==> src/rtl/mc_control_unit.sv <==
// -----------------------------------------------------------------------------
// mc_control_unit
// Multicycle sequencing controller for the 16-bit MIPS-style datapath.
// A Moore FSM walks each instruction through FETCH/DECODE/execute/memory/
// write-back states, one state per cycle, and drives every datapath select,
// enable and ALU operation from the current state. Memory states stretch on
// mem_ready, illegal encodings park the FSM in HALT, and retired instructions
// are counted.
//
// Ports
//   clk            rising-edge clock
//   rst_n          asynchronous active-low reset
//   opcode[3:0]    IR[15:12], stable from DECODE onward
//   funct[2:0]     IR[2:0], R-type ALU function
//   zero           ALU zero flag (qualification is done in the datapath)
//   mem_ready      memory completes the current access this cycle
//   pc_write       unconditional PC load
//   pc_write_cond  PC load qualified by zero
//   i_or_d         address mux: 0 = PC, 1 = ALUOut
//   mem_read       memory read strobe
//   mem_write      memory write strobe
//   ir_write       instruction-register load
//   reg_dst        write-register mux: 0 = rt, 1 = rd
//   mem_to_reg     write-data mux: 0 = ALUOut, 1 = MDR
//   reg_write      register-file write
//   alu_src_a      0 = PC, 1 = A
//   alu_src_b[1:0] 00 = B, 01 = constant 1, 10 = sign-extended imm
//   alu_op[2:0]    000 add, 001 sub, 010 and, 011 or, 100 slt
//   pc_src[1:0]    00 = ALU result, 01 = ALUOut, 10 = jump target
//   state[3:0]     current state code (debug)
//   halted         sticky illegal-instruction flag
//   instr_count    retired-instruction counter (wraps)
// -----------------------------------------------------------------------------
module mc_control_unit (
  input  logic        clk,
  input  logic        rst_n,
  input  logic [3:0]  opcode,
  input  logic [2:0]  funct,
  input  logic        zero,
  input  logic        mem_ready,
  output logic        pc_write,
  output logic        pc_write_cond,
  output logic        i_or_d,
  output logic        mem_read,
  output logic        mem_write,
  output logic        ir_write,
  output logic        reg_dst,
  output logic        mem_to_reg,
  output logic        reg_write,
  output logic        alu_src_a,
  output logic [1:0]  alu_src_b,
  output logic [2:0]  alu_op,
  output logic [1:0]  pc_src,
  output logic [3:0]  state,
  output logic        halted,
  output logic [15:0] instr_count
);

  // State codes
  localparam logic [3:0] S_FETCH  = 4'd0;
  localparam logic [3:0] S_DECODE = 4'd1;
  localparam logic [3:0] S_EXEC_R = 4'd2;
  localparam logic [3:0] S_EXEC_I = 4'd3;
  localparam logic [3:0] S_ADDR   = 4'd4;
  localparam logic [3:0] S_MEM_RD = 4'd5;
  localparam logic [3:0] S_WB_MEM = 4'd6;
  localparam logic [3:0] S_MEM_WR = 4'd7;
  localparam logic [3:0] S_WB_ALU = 4'd8;
  localparam logic [3:0] S_BRANCH = 4'd9;
  localparam logic [3:0] S_JUMP   = 4'd10;
  localparam logic [3:0] S_HALT   = 4'd11;

  // Opcodes
  localparam logic [3:0] OP_RTYPE = 4'b0000;
  localparam logic [3:0] OP_ADDI  = 4'b0001;
  localparam logic [3:0] OP_LW    = 4'b0010;
  localparam logic [3:0] OP_SW    = 4'b0011;
  localparam logic [3:0] OP_BEQ   = 4'b0100;
  localparam logic [3:0] OP_J     = 4'b0101;

  // Highest legal R-type funct (slt)
  localparam logic [2:0] FUNCT_MAX = 3'b100;

  // ALU operations
  localparam logic [2:0] ALU_ADD = 3'b000;
  localparam logic [2:0] ALU_SUB = 3'b001;

  logic [3:0]  state_r;
  logic [3:0]  next_state_s;
  logic        halted_r;
  logic [15:0] instr_count_r;
  logic        retire_s;
  logic        zero_unused_s;

  // Branch qualification by zero happens in the datapath, not here.
  assign zero_unused_s = zero;

  // Next-state decode
  always_comb begin
    next_state_s = S_HALT;
    case (state_r)
      S_FETCH:  next_state_s = mem_ready ? S_DECODE : S_FETCH;
      S_DECODE: begin
        case (opcode)
          OP_RTYPE: begin
            if (funct > FUNCT_MAX) begin
              next_state_s = S_HALT;
            end else begin
              next_state_s = S_EXEC_R;
            end
          end
          OP_ADDI:  next_state_s = S_EXEC_I;
          OP_LW:    next_state_s = S_ADDR;
          OP_SW:    next_state_s = S_ADDR;
          OP_BEQ:   next_state_s = S_BRANCH;
          OP_J:     next_state_s = S_JUMP;
          default:  next_state_s = S_HALT;
        endcase
      end
      S_EXEC_R: next_state_s = S_WB_ALU;
      S_EXEC_I: next_state_s = S_WB_ALU;
      // IR is stable here, so anything other than LW/SW cannot occur;
      // treat it as illegal rather than guess.
      S_ADDR: begin
        case (opcode)
          OP_LW:   next_state_s = S_MEM_RD;
          OP_SW:   next_state_s = S_MEM_WR;
          default: next_state_s = S_HALT;
        endcase
      end
      S_MEM_RD: next_state_s = mem_ready ? S_WB_MEM : S_MEM_RD;
      S_WB_MEM: next_state_s = S_FETCH;
      S_MEM_WR: next_state_s = mem_ready ? S_FETCH : S_MEM_WR;
      S_WB_ALU: next_state_s = S_FETCH;
      S_BRANCH: next_state_s = S_FETCH;
      S_JUMP:   next_state_s = S_FETCH;
      S_HALT:   next_state_s = S_HALT;
      default:  next_state_s = S_HALT;
    endcase
  end

  // An instruction retires when its final state hands control back to FETCH.
  always_comb begin
    retire_s = 1'b0;
    case (state_r)
      S_WB_ALU, S_WB_MEM, S_MEM_WR, S_BRANCH, S_JUMP:
        retire_s = (next_state_s == S_FETCH);
      default:
        retire_s = 1'b0;
    endcase
  end

  // State, sticky halt flag and retirement counter
  always_ff @(posedge clk or negedge rst_n) begin
    if (!rst_n) begin
      state_r       <= S_FETCH;
      halted_r      <= 1'b0;
      instr_count_r <= 16'h0000;
    end else begin
      state_r <= next_state_s;
      if (next_state_s == S_HALT) begin
        halted_r <= 1'b1;
      end
      if (retire_s) begin
        instr_count_r <= instr_count_r + 16'h0001;
      end
    end
  end

  // Moore output decode; only FETCH's ir_write/pc_write look at mem_ready,
  // and they are also held off while reset is asserted.
  always_comb begin
    pc_write      = 1'b0;
    pc_write_cond = 1'b0;
    i_or_d        = 1'b0;
    mem_read      = 1'b0;
    mem_write     = 1'b0;
    ir_write      = 1'b0;
    reg_dst       = 1'b0;
    mem_to_reg    = 1'b0;
    reg_write     = 1'b0;
    alu_src_a     = 1'b0;
    alu_src_b     = 2'b00;
    alu_op        = ALU_ADD;
    pc_src        = 2'b00;
    case (state_r)
      S_FETCH: begin
        mem_read  = 1'b1;
        alu_src_b = 2'b01;
        ir_write  = mem_ready & rst_n;
        pc_write  = mem_ready & rst_n;
      end
      S_DECODE: begin
        alu_src_b = 2'b10;
      end
      S_EXEC_R: begin
        alu_src_a = 1'b1;
        alu_op    = funct;
      end
      S_EXEC_I, S_ADDR: begin
        alu_src_a = 1'b1;
        alu_src_b = 2'b10;
      end
      S_MEM_RD: begin
        mem_read = 1'b1;
        i_or_d   = 1'b1;
      end
      S_WB_MEM: begin
        reg_write  = 1'b1;
        mem_to_reg = 1'b1;
      end
      S_MEM_WR: begin
        mem_write = 1'b1;
        i_or_d    = 1'b1;
      end
      S_WB_ALU: begin
        reg_write = 1'b1;
        reg_dst   = (opcode == OP_RTYPE);
      end
      S_BRANCH: begin
        alu_src_a     = 1'b1;
        alu_op        = ALU_SUB;
        pc_write_cond = 1'b1;
        pc_src        = 2'b01;
      end
      S_JUMP: begin
        pc_write = 1'b1;
        pc_src   = 2'b10;
      end
      default: begin
        pc_write = 1'b0;
      end
    endcase
  end

  assign state       = state_r;
  assign halted      = halted_r;
  assign instr_count = instr_count_r;

endmodule

==> config.mk <==
export PLATFORM = sky130hd
export DESIGN_NAME = mc_control_unit
export DESIGN_NICKNAME = d
export VERILOG_FILES = /design/src/rtl/mc_control_unit.sv
export SDC_FILE = /design/constraint.sdc
export NUM_CORES = 1
export LEC_CHECK = 0
export BUFFER_PORTS_ARGS = -buffer_cell sky130_fd_sc_hd__buf_2
export CAP_MARGIN = 0
export CORE_AREA = 3 3 67 69
export DETAILED_ROUTE_END_ITERATION = 10
export DIE_AREA = 0 0 70 72
export GPL_ROUTABILITY_DRIVEN = 0
export PLACE_DENSITY = 0.66
export REMOVE_ABC_BUFFERS = 1
export SLEW_MARGIN = 20
export SYNTH_ARGS = -nofsm -noshare
export SYNTH_HDL_FRONTEND = slang
export SYNTH_SLANG_ARGS = --single-unit
==> constraint.sdc <==
create_clock -name clk -period 2.1 [get_ports clk]
set_clock_uncertainty 0.05 [all_clocks]
set_input_delay 0.42 -clock clk [delete_from_list [all_inputs] [get_ports clk]]
set_output_delay 0.42 -clock clk [all_outputs]
set_load 0.01 [all_outputs]
# Yosys cells after proc, flatten, opt, wreduce, memory -nomap -nowiden
# Cells that the tools add are included.
word_totals:
  reg_bits: 21
  elab_cells: 55
  inputBits: 11
  out_inout_bits: 38
classes:
  n_reduce_logical: 12
  add_sub_neg: 1
  order_cmp: 1
  eq_ne: 16
  bitwise_logic: 1
  n_mux: 21
op_table:
  columns: ["cell", "n"]
  rows:
  - ["4-bit case mux with 7 select lines", 1]
  - ["4-bit by 3-bit == test with 1-bit output (second input constant)", 6]
  - ["4-bit case mux with 5 select lines", 1]
  - ["16-bit by 1-bit adder with 16-bit output (second input constant)", 1]
  - ["4-bit by 2-bit == test with 1-bit output (second input constant)", 4]
  - ["4-bit == test (second input constant)", 4]
  - ["4-bit logical NOT", 3]
  - ["1-bit two-way mux", 11]
  - ["2-bit OR reduction", 5]
  - ["4-bit by 1-bit == test with 1-bit output (second input constant)", 2]
  - ["2-bit case mux with 2 select lines", 2]
  - ["4-bit case mux with 2 select lines", 1]
  - ["4-bit OR reduction", 2]
  - ["3-bit case mux with 2 select lines", 1]
  - ["5-bit OR reduction", 1]
  - ["4-bit two-way mux", 1]
  - ["3-bit greater-than comparator (second input constant)", 1]
  - ["3-bit two-way mux", 1]
  - ["3-bit OR reduction", 1]
  - ["2-bit two-way mux", 1]
  - ["1-bit case mux with 2 select lines", 1]
  - ["1-bit AND", 1]

# Depth between registers and ports, before layout
# Gate-level depths: netlist of the first run.
logic_depth:
  depth_word: 6
  ltp_mapped: 6

# Worst setup path before layout of the first run
# OpenSTA, ideal clock, no wires.
synth_timing:
  path_kind: "register -> output"
  start: "reg state_r[0], in the netlist state[0]"
  end: "out pc_write"
  stages_incl_launch_ff: 5
  setup_slack_ns: 0.014
  arrival_ns: 1.616
  path_cell_list: "dfrtp_1 clkbuf_1 nor4_1 and3_1 or2_2"
synth_between:
  elab_chain_len: 2
  word_cells_on_any_way: 3
  cone_classes: "eq/ne: 1; mux: 1; reduce/logical: 1"
synth_lines:
  columns: ["element", "line", "rtl"]
  rows:
  - ["from (decl)", "88", "logic [3:0] state_r;"]
  - ["from (signal assigned)", "160", "state_r <= next_state_s;"]
  - ["4-bit == test / 4-bit logical NOT (equally long branches)", "186", "case (state_r)"]
  - ["1-bit case mux with 2 select lines (*)", "186", null]
  - ["to (decl)", "41", "output logic pc_write,"]
# Every way passes the cells marked *; elsewhere a longest branch is shown, timed or not.

# Worst setup path in the final report of the first run
layout_timing:
  start: "reg state_r[2], in the netlist state[2]"
  end: "out pc_write"
# Same word-level chain as after synthesis.

==> impl_metrics.json, run 1 <==
{
  "status": "completed",
  "arrival_ns": 1.56,
  "muxShareOfSynthArea": 0.02490,
  "slew_violations": 0,
  "worstRegToRegCells": 6,
  "utilization": 0.4152,
  "cp_slowest_cell": "dfrtp_2",
  "startpoint_type": "flip-flop",
  "ir_drop_uv": 229.1,
  "synth_xor_area_frac": 0.1116,
  "nFillCells": 412,
  "grt_pass1_wl_mm": 5.237,
  "clock_sinks": 21,
  "yosysWarnings": 0,
  "wire_per_inst_um": 13.61,
  "synth_cells": 134,
  "post-cts-setup-buffers": 0,
  "required_ns": 1.63,
  "clkTransAtPathRegs_ns": 0.08,
  "p_sw_mw": 0.1633,
  "tightestPinTransition_ns": 0.3145,
  "tns_ns": 0,
  "clockBufferDepth": 2,
  "yosys.area_share.simple": 0.2869,
  "num_io_pins": 49,
  "end_kind": "output port",
  "clock_power_share": 0.390,
  "cts-root-buf": "clkbuf_8",
  "crit_fanout": 11,
  "ys_top_cells_by_area": "dfrtp_1 (42%), xnor2_1 (10%), and3_1 (4.0%), nand4_1 (3.5%), nand2_1 (3.0%)",
  "num_antenna_cells": 0,
  "met1_length_mm": 1.508,
  "drc": 0,
  "hold_slack_ns": 0.07413,
  "cts_hold_buf": 0,
  "grt_max_degree": 22,
  "ys_ff_latch": 21,
  "start_util": 0.3163,
  "cp_top_family": "simple AND/OR/NAND/NOR gates",
  "synth_compound_area_frac": 0.1096,
  "max-slew-margin-rel": 0.7887,
  "hold_viol": 0,
  "max_freq_mhz": 492.4,
  "wl_met3_um": 229,
  "drive_above_1_share": 0.3656,
  "synth_top_area_frac": 0.4183,
  "htreeDepth": 1,
  "setup-violations-final": 0,
  "ant_nets": 0,
  "clkLatencyLatePin_ns": 0.27,
  "cp_num_buf_inv": 2,
  "p_int_mw": 0.5514,
  "dp.cells": 232,
  "antenna_found_initial": 0,
  "synth_top_family_by_area": "simple AND/OR/NAND/NOR gates",
  "nNetsFinal": 199,
  "swShare": 0.2285,
  "fin_crit_ns": 2.031,
  "vias": 1184,
  "wl_mm": 3.211,
  "cts_tree": "built",
  "first_global_vias": 1145,
  "die_area_um2": 5040,
  "worst_path_largest_cell_delay_ns": 0.42,
  "fin_crit_sh": 0.9671,
  "rows": 23,
  "path_class": "flip-flop to output port",
  "synth_fa_ha_area_frac": 0.01793,
  "io_buffers": 47,
  "top_layer": "met4",
  "yosysSeqAreaShare": 0.4183,
  "drt_iter0_drc": 52,
  "netlist_area_um2": 1256,
  "wl_met2_mm": 1.441,
  "die_h_um": 72,
  "path_depth": 5,
  "final_cells": 236,
  "p_per_area_nw_per_um2": 433.4,
  "die_w_um": 70,
  "hold_class": "input port to async pin",
  "overflow": 0,
  "core_area_um2": 3971,
  "dr.pass1.iters": 4,
  "synthDistinctLibCells": 39,
  "synth_area_per_cell_um2": 9.375,
  "grt_usage": 0.1264,
  "area_delta_synth_final_pct": 31.27,
  "vias_per_cell": 5.017,
  "power_frac_comb": 0.045,
  "power_frac_seq": 0.565,
  "cts-buffers-inserted": 3,
  "cellLeakagePower_nw": 0.8183,
  "drv_cap": 0,
  "synth_area_leader_cell": "dfrtp_1",
  "crit_chain": "buf_4 > nor4_4 > and3_1 > or2_2 > buf_2",
  "dpl.hpwl_mm": 2.392
}
## placed cells by master, fill, tap and decap left out, drive strengths merged, types with 4 or more instances in the layout
| cell type | Yosys | final |
|---|---|---|
| nand4 | 7 | 7 |
| and3 | 8 | 8 |
| nor2 | 7 | 7 |
| and2 | 5 | 5 |
| a21oi | 4 | 4 |
| nand3 | 5 | 5 |
| buf | 3 | 55 |
| xnor2 | 15 | 15 |
| dfrtp | 21 | 21 |
| nor2b | 5 | 5 |
| nand2 | 10 | 10 |
| nand2b | 5 | 5 |
| o21ai | 7 | 7 |
## per-layer routing
layer  vias up  track usage
met3         3      0.02770
met1       553       0.1710
met4         0      0.03191
met2        45       0.2067
li1        583            -
met5         -            0
## synth_stat cells, drive strengths merged
| master | instances |
|---|---|
| dfrtp | 21 |
| xnor2 | 15 |
| nand2 | 10 |
| and3 | 8 |
| nand4 | 7 |
| nor2 | 7 |
| o21ai | 7 |
| and2 | 5 |
| nand2b | 5 |
| nand3 | 5 |
| nor2b | 5 |
| a21oi | 4 |
| clkbuf | 4 |
| buf | 3 |
| and4 | 2 |
| mux2i | 2 |
| nand3b | 2 |
| nor3 | 2 |
| nor4 | 2 |
| o31ai | 2 |
| a21o | 1 |
| a22o | 1 |
| a22oi | 1 |
| a31o | 1 |
| and2b | 1 |
| ha | 1 |
| inv | 1 |
| maj3 | 1 |
| mux2 | 1 |
| nor3b | 1 |
| o2111ai | 1 |
| o21a | 1 |
| o221ai | 1 |
| or2 | 1 |
| or4 | 1 |
| xor2 | 1 |
## power groups by stage
stage / Sequential, mW / Combinational [mW] / Clock [mW]
floorplan: 0.412 / 0.00770 / 0
global placement: 0.412 / 0.0324 / 0
detailed placement: 0.412 / 0.0330 / 0
CTS: 0.404 / 0.0330 / 0.285
global route: 0.404 / 0.0366 / 0.303
finish: 0.404 / 0.0322 / 0.279
## sequential cells by signal, indices dropped and copies added (netlist names)
signal	cells
state	4
halted	1
instr_count	16
## layout make-up
| class | instances | area (um^2) | share of cell area |
|---|---|---|---|
| Clock buffer | 3 | 41.29 | 0.02504 |
| Multi-Input combinational cell | 105 | 709.4 | 0.4302 |
| Timing Repair Buffer | 55 | 295.3 | 0.1791 |
| Tap cell | 50 | 62.56 | 0.03794 |
| Inverter | 1 | 3.754 | 0.002276 |
| Sequential cell | 21 | 529.3 | 0.3209 |
| Clock inverter | 1 | 7.507 | 0.004552 |
## worst paths after layout
kind	slack (ns)	startpoint	end
worst max-delay path	0.07	state[2]	pc_write
worst min-delay path	0.07	rst_n	instr_count[1]
worst max register to register	0.34	state[3]	instr_count[12]
worst min register to register	0.42	halted	halted
max in group asynchronous	1.69	rst_n	state[2]
min in group clk	0.42	halted	halted
## per-stage QoR
step	total power [mW]	worst slack, ns	area, um^2
2_1_floorplan	0.4199	0.005675	1221
3_3_place_gp	0.4444	0.1981	1579
3_5_place_dp	0.4450	0.2198	1579
4_1_cts	0.7220	0.006061	1634
5_1_grt	0.7440	-0.005423	1649
6_report	0.7147	0.06900	1649
## cell families after synthesis
kind of cell	after synthesis
adders and majority gates	2
and+or+nand+nor	64
buffers and inverters	8
AOI/OAI and AO/OA	20
DFF	21
xor gates and xnor gates	16
muxes	3
## timing repair
item,CTS,global route
endpoints found under the setup margin,1,4
endpoints found under the hold margin,0,0
resized for setup,1,5
No activity file was read; power rests on OpenSTA's default activity.
==> run 2: changes to the inputs <==
--- a/config.mk
+++ b/config.mk
@@ -7,10 +7,10 @@
 export LEC_CHECK = 0
 export BUFFER_PORTS_ARGS = -buffer_cell sky130_fd_sc_hd__buf_2
 export CAP_MARGIN = 0
-export CORE_AREA = 3 3 67 69
+export CORE_AREA = 2 2 66 68
+export CTS_BUF_LIST = sky130_fd_sc_hd__clkbuf_2
 export DETAILED_ROUTE_END_ITERATION = 10
-export DIE_AREA = 0 0 70 72
-export GPL_ROUTABILITY_DRIVEN = 0
+export DIE_AREA = 0 0 68 70
 export PLACE_DENSITY = 0.66
 export REMOVE_ABC_BUFFERS = 1
 export SLEW_MARGIN = 20
==> impl_metrics.json, run 2 (same netlist as run 1, synthesis figures left out) <==
{
  "status": "completed",
  "max-slew-margin-rel": 0.7897,
  "max_freq_mhz": 500.9,
  "grt_usage": 0.1311,
  "end_kind": "output port",
  "die_h_um": 70,
  "drt_iter0_drc": 31,
  "p_total_mw": 0.6044,
  "vias_per_cell": 4.901,
  "placed_area_um2": 1589,
  "wire_per_inst_um": 11.84,
  "tightestPinTransition_ns": 0.3153,
  "drc": 0,
  "antenna_found_initial": 0,
  "hold_viol": 0,
  "cellLeakagePower_nw": 0.8385,
  "ant_nets": 0,
  "finalInstanceArea_um2": 1667,
  "gp_congestion": 0.7405,
  "tns_ns": 0,
  "clock_sinks": 21,
  "largest_reg_flops": 16,
  "clockBufferDepth": 2,
  "dr.pass1.iters": 4,
  "clkLatencyLatePin_ns": 0.31,
  "io_buffers": 47,
  "most-common-layout-cells": "buf_2 (47), dfrtp_1 (19), xnor2_1 (15), buf_4 (11), nand2_1 (10)",
  "start_util": 0.3031,
  "required_ns": 1.63,
  "grt_pass1_wl_mm": 4.968,
  "wl_mm": 2.877,
  "num_antenna_cells": 0,
  "rows": 24,
  "path_class": "flip-flop to output port",
  "first_global_vias": 1135,
  "core_area_um2": 4144,
  "setup-violations-final": 0,
  "layout_commonest_cell": "buf_2",
  "startpoint_type": "flip-flop",
  "clkTransAtPathRegs_ns": 0.18,
  "die_w_um": 68,
  "nFillCells": 447,
  "drv_cap": 0,
  "grt_max_degree": 22,
  "fin_crit_sh": 0.9507,
  "cts-buffers-inserted": 3,
  "cts-root-buf": "clkbuf_2",
  "slew_violations": 0,
  "crit_fanout": 8,
  "vias": 1191,
  "rsz0062_at_grt": "true",
  "cts_tree": "built",
  "dpl.hpwl_mm": 2.217,
  "hold_class": "input port to flip-flop",
  "num_io_pins": 49,
  "p_per_area_nw_per_um2": 362.7,
  "overflow": 0,
  "die_area_um2": 4760,
  "drive_above_1_share": 0.3770,
  "ir_drop_uv": 159.3,
  "area_delta_synth_final_pct": 32.67,
  "htreeDepth": 1,
  "fin_crit_ns": 1.996,
  "arrival_ns": 1.53,
  "nNetsFinal": 204
}
[run 2: cell type report]
class | instances | area [um^2] | share of cell area
Clock buffer | 4 | 20.02 | 0.01201
Inverter | 1 | 3.754 | 0.002252
Multi-Input combinational cell | 105 | 710.7 | 0.4264
Sequential cell | 21 | 528.0 | 0.3168
Tap cell | 52 | 65.06 | 0.03904
Timing Repair Buffer | 60 | 339.1 | 0.2035
[run 2: critical path: stages (launching register included)]
cell	delay, ns
dfrtp_2	0.51
nor4_4	0.28
and3_1	0.20
or2_2	0.11
buf_2	0.11
[run 2: path summary, 6_finish.rpt]
check / from / endpoint / slack [ns] / cells past startpoint
max: state[1] / pc_write / 0.10 / 4
min: opcode[3] / state[3] / 0.38 / 3
max reg2reg: state[2] / halted / 0.30 / 7
min reg2reg: instr_count[15] / instr_count[15] / 0.43 / 1
max in group asynchronous: rst_n / state[1] / 1.21 / 3
min in group asynchronous: rst_n / instr_count[12] / 0.54 / 3
[run 2: per-stage QoR]
stage	util	setup WS, ns	hold slack, ns	cells
after floorplan	-	0.005675	0.07441	127
after global placement	0.3835	0.2133	0.3811	235
after detailed placement	0.3835	0.2080	0.3822	235
after CTS	0.3925	0.004590	0.3531	240
after global routing	0.4022	-0.04218	0.3604	243
final	0.4022	0.1036	0.3835	243
[run 2: report_power, final]
group | switching [mW] | internal [mW] | total, mW | leakage, nW
logic | 0.0187 | 0.0143 | 0.0330 | 0.555
clock network | 0.116 | 0.0505 | 0.167 | 0.0166
registers | 0 | 0.405 | 0.405 | 0.267
[run 2: per-layer routing]
metal / vias to the layer above / wire length (um) / part of all wire / global-route usage
li1: 592 / - / - / -
met1: 574 / 1278 / 0.44 / 0.1714
met2: 23 / 1469 / 0.51 / 0.2147
met3: 2 / 115 / 0.040 / 0.03221
met4: 0 / 13 / 0.0045 / 0.03111
met5: - / 0 / 0 / 0
[run 2: timing repair]
item | CTS | global route
setup endpoints to repair | 3 | 6
hold endpoints to repair | 21 | 0
hold buffers | 1 | 0
gates resized for setup | 2 | 5
setup buffers | 0 | 3
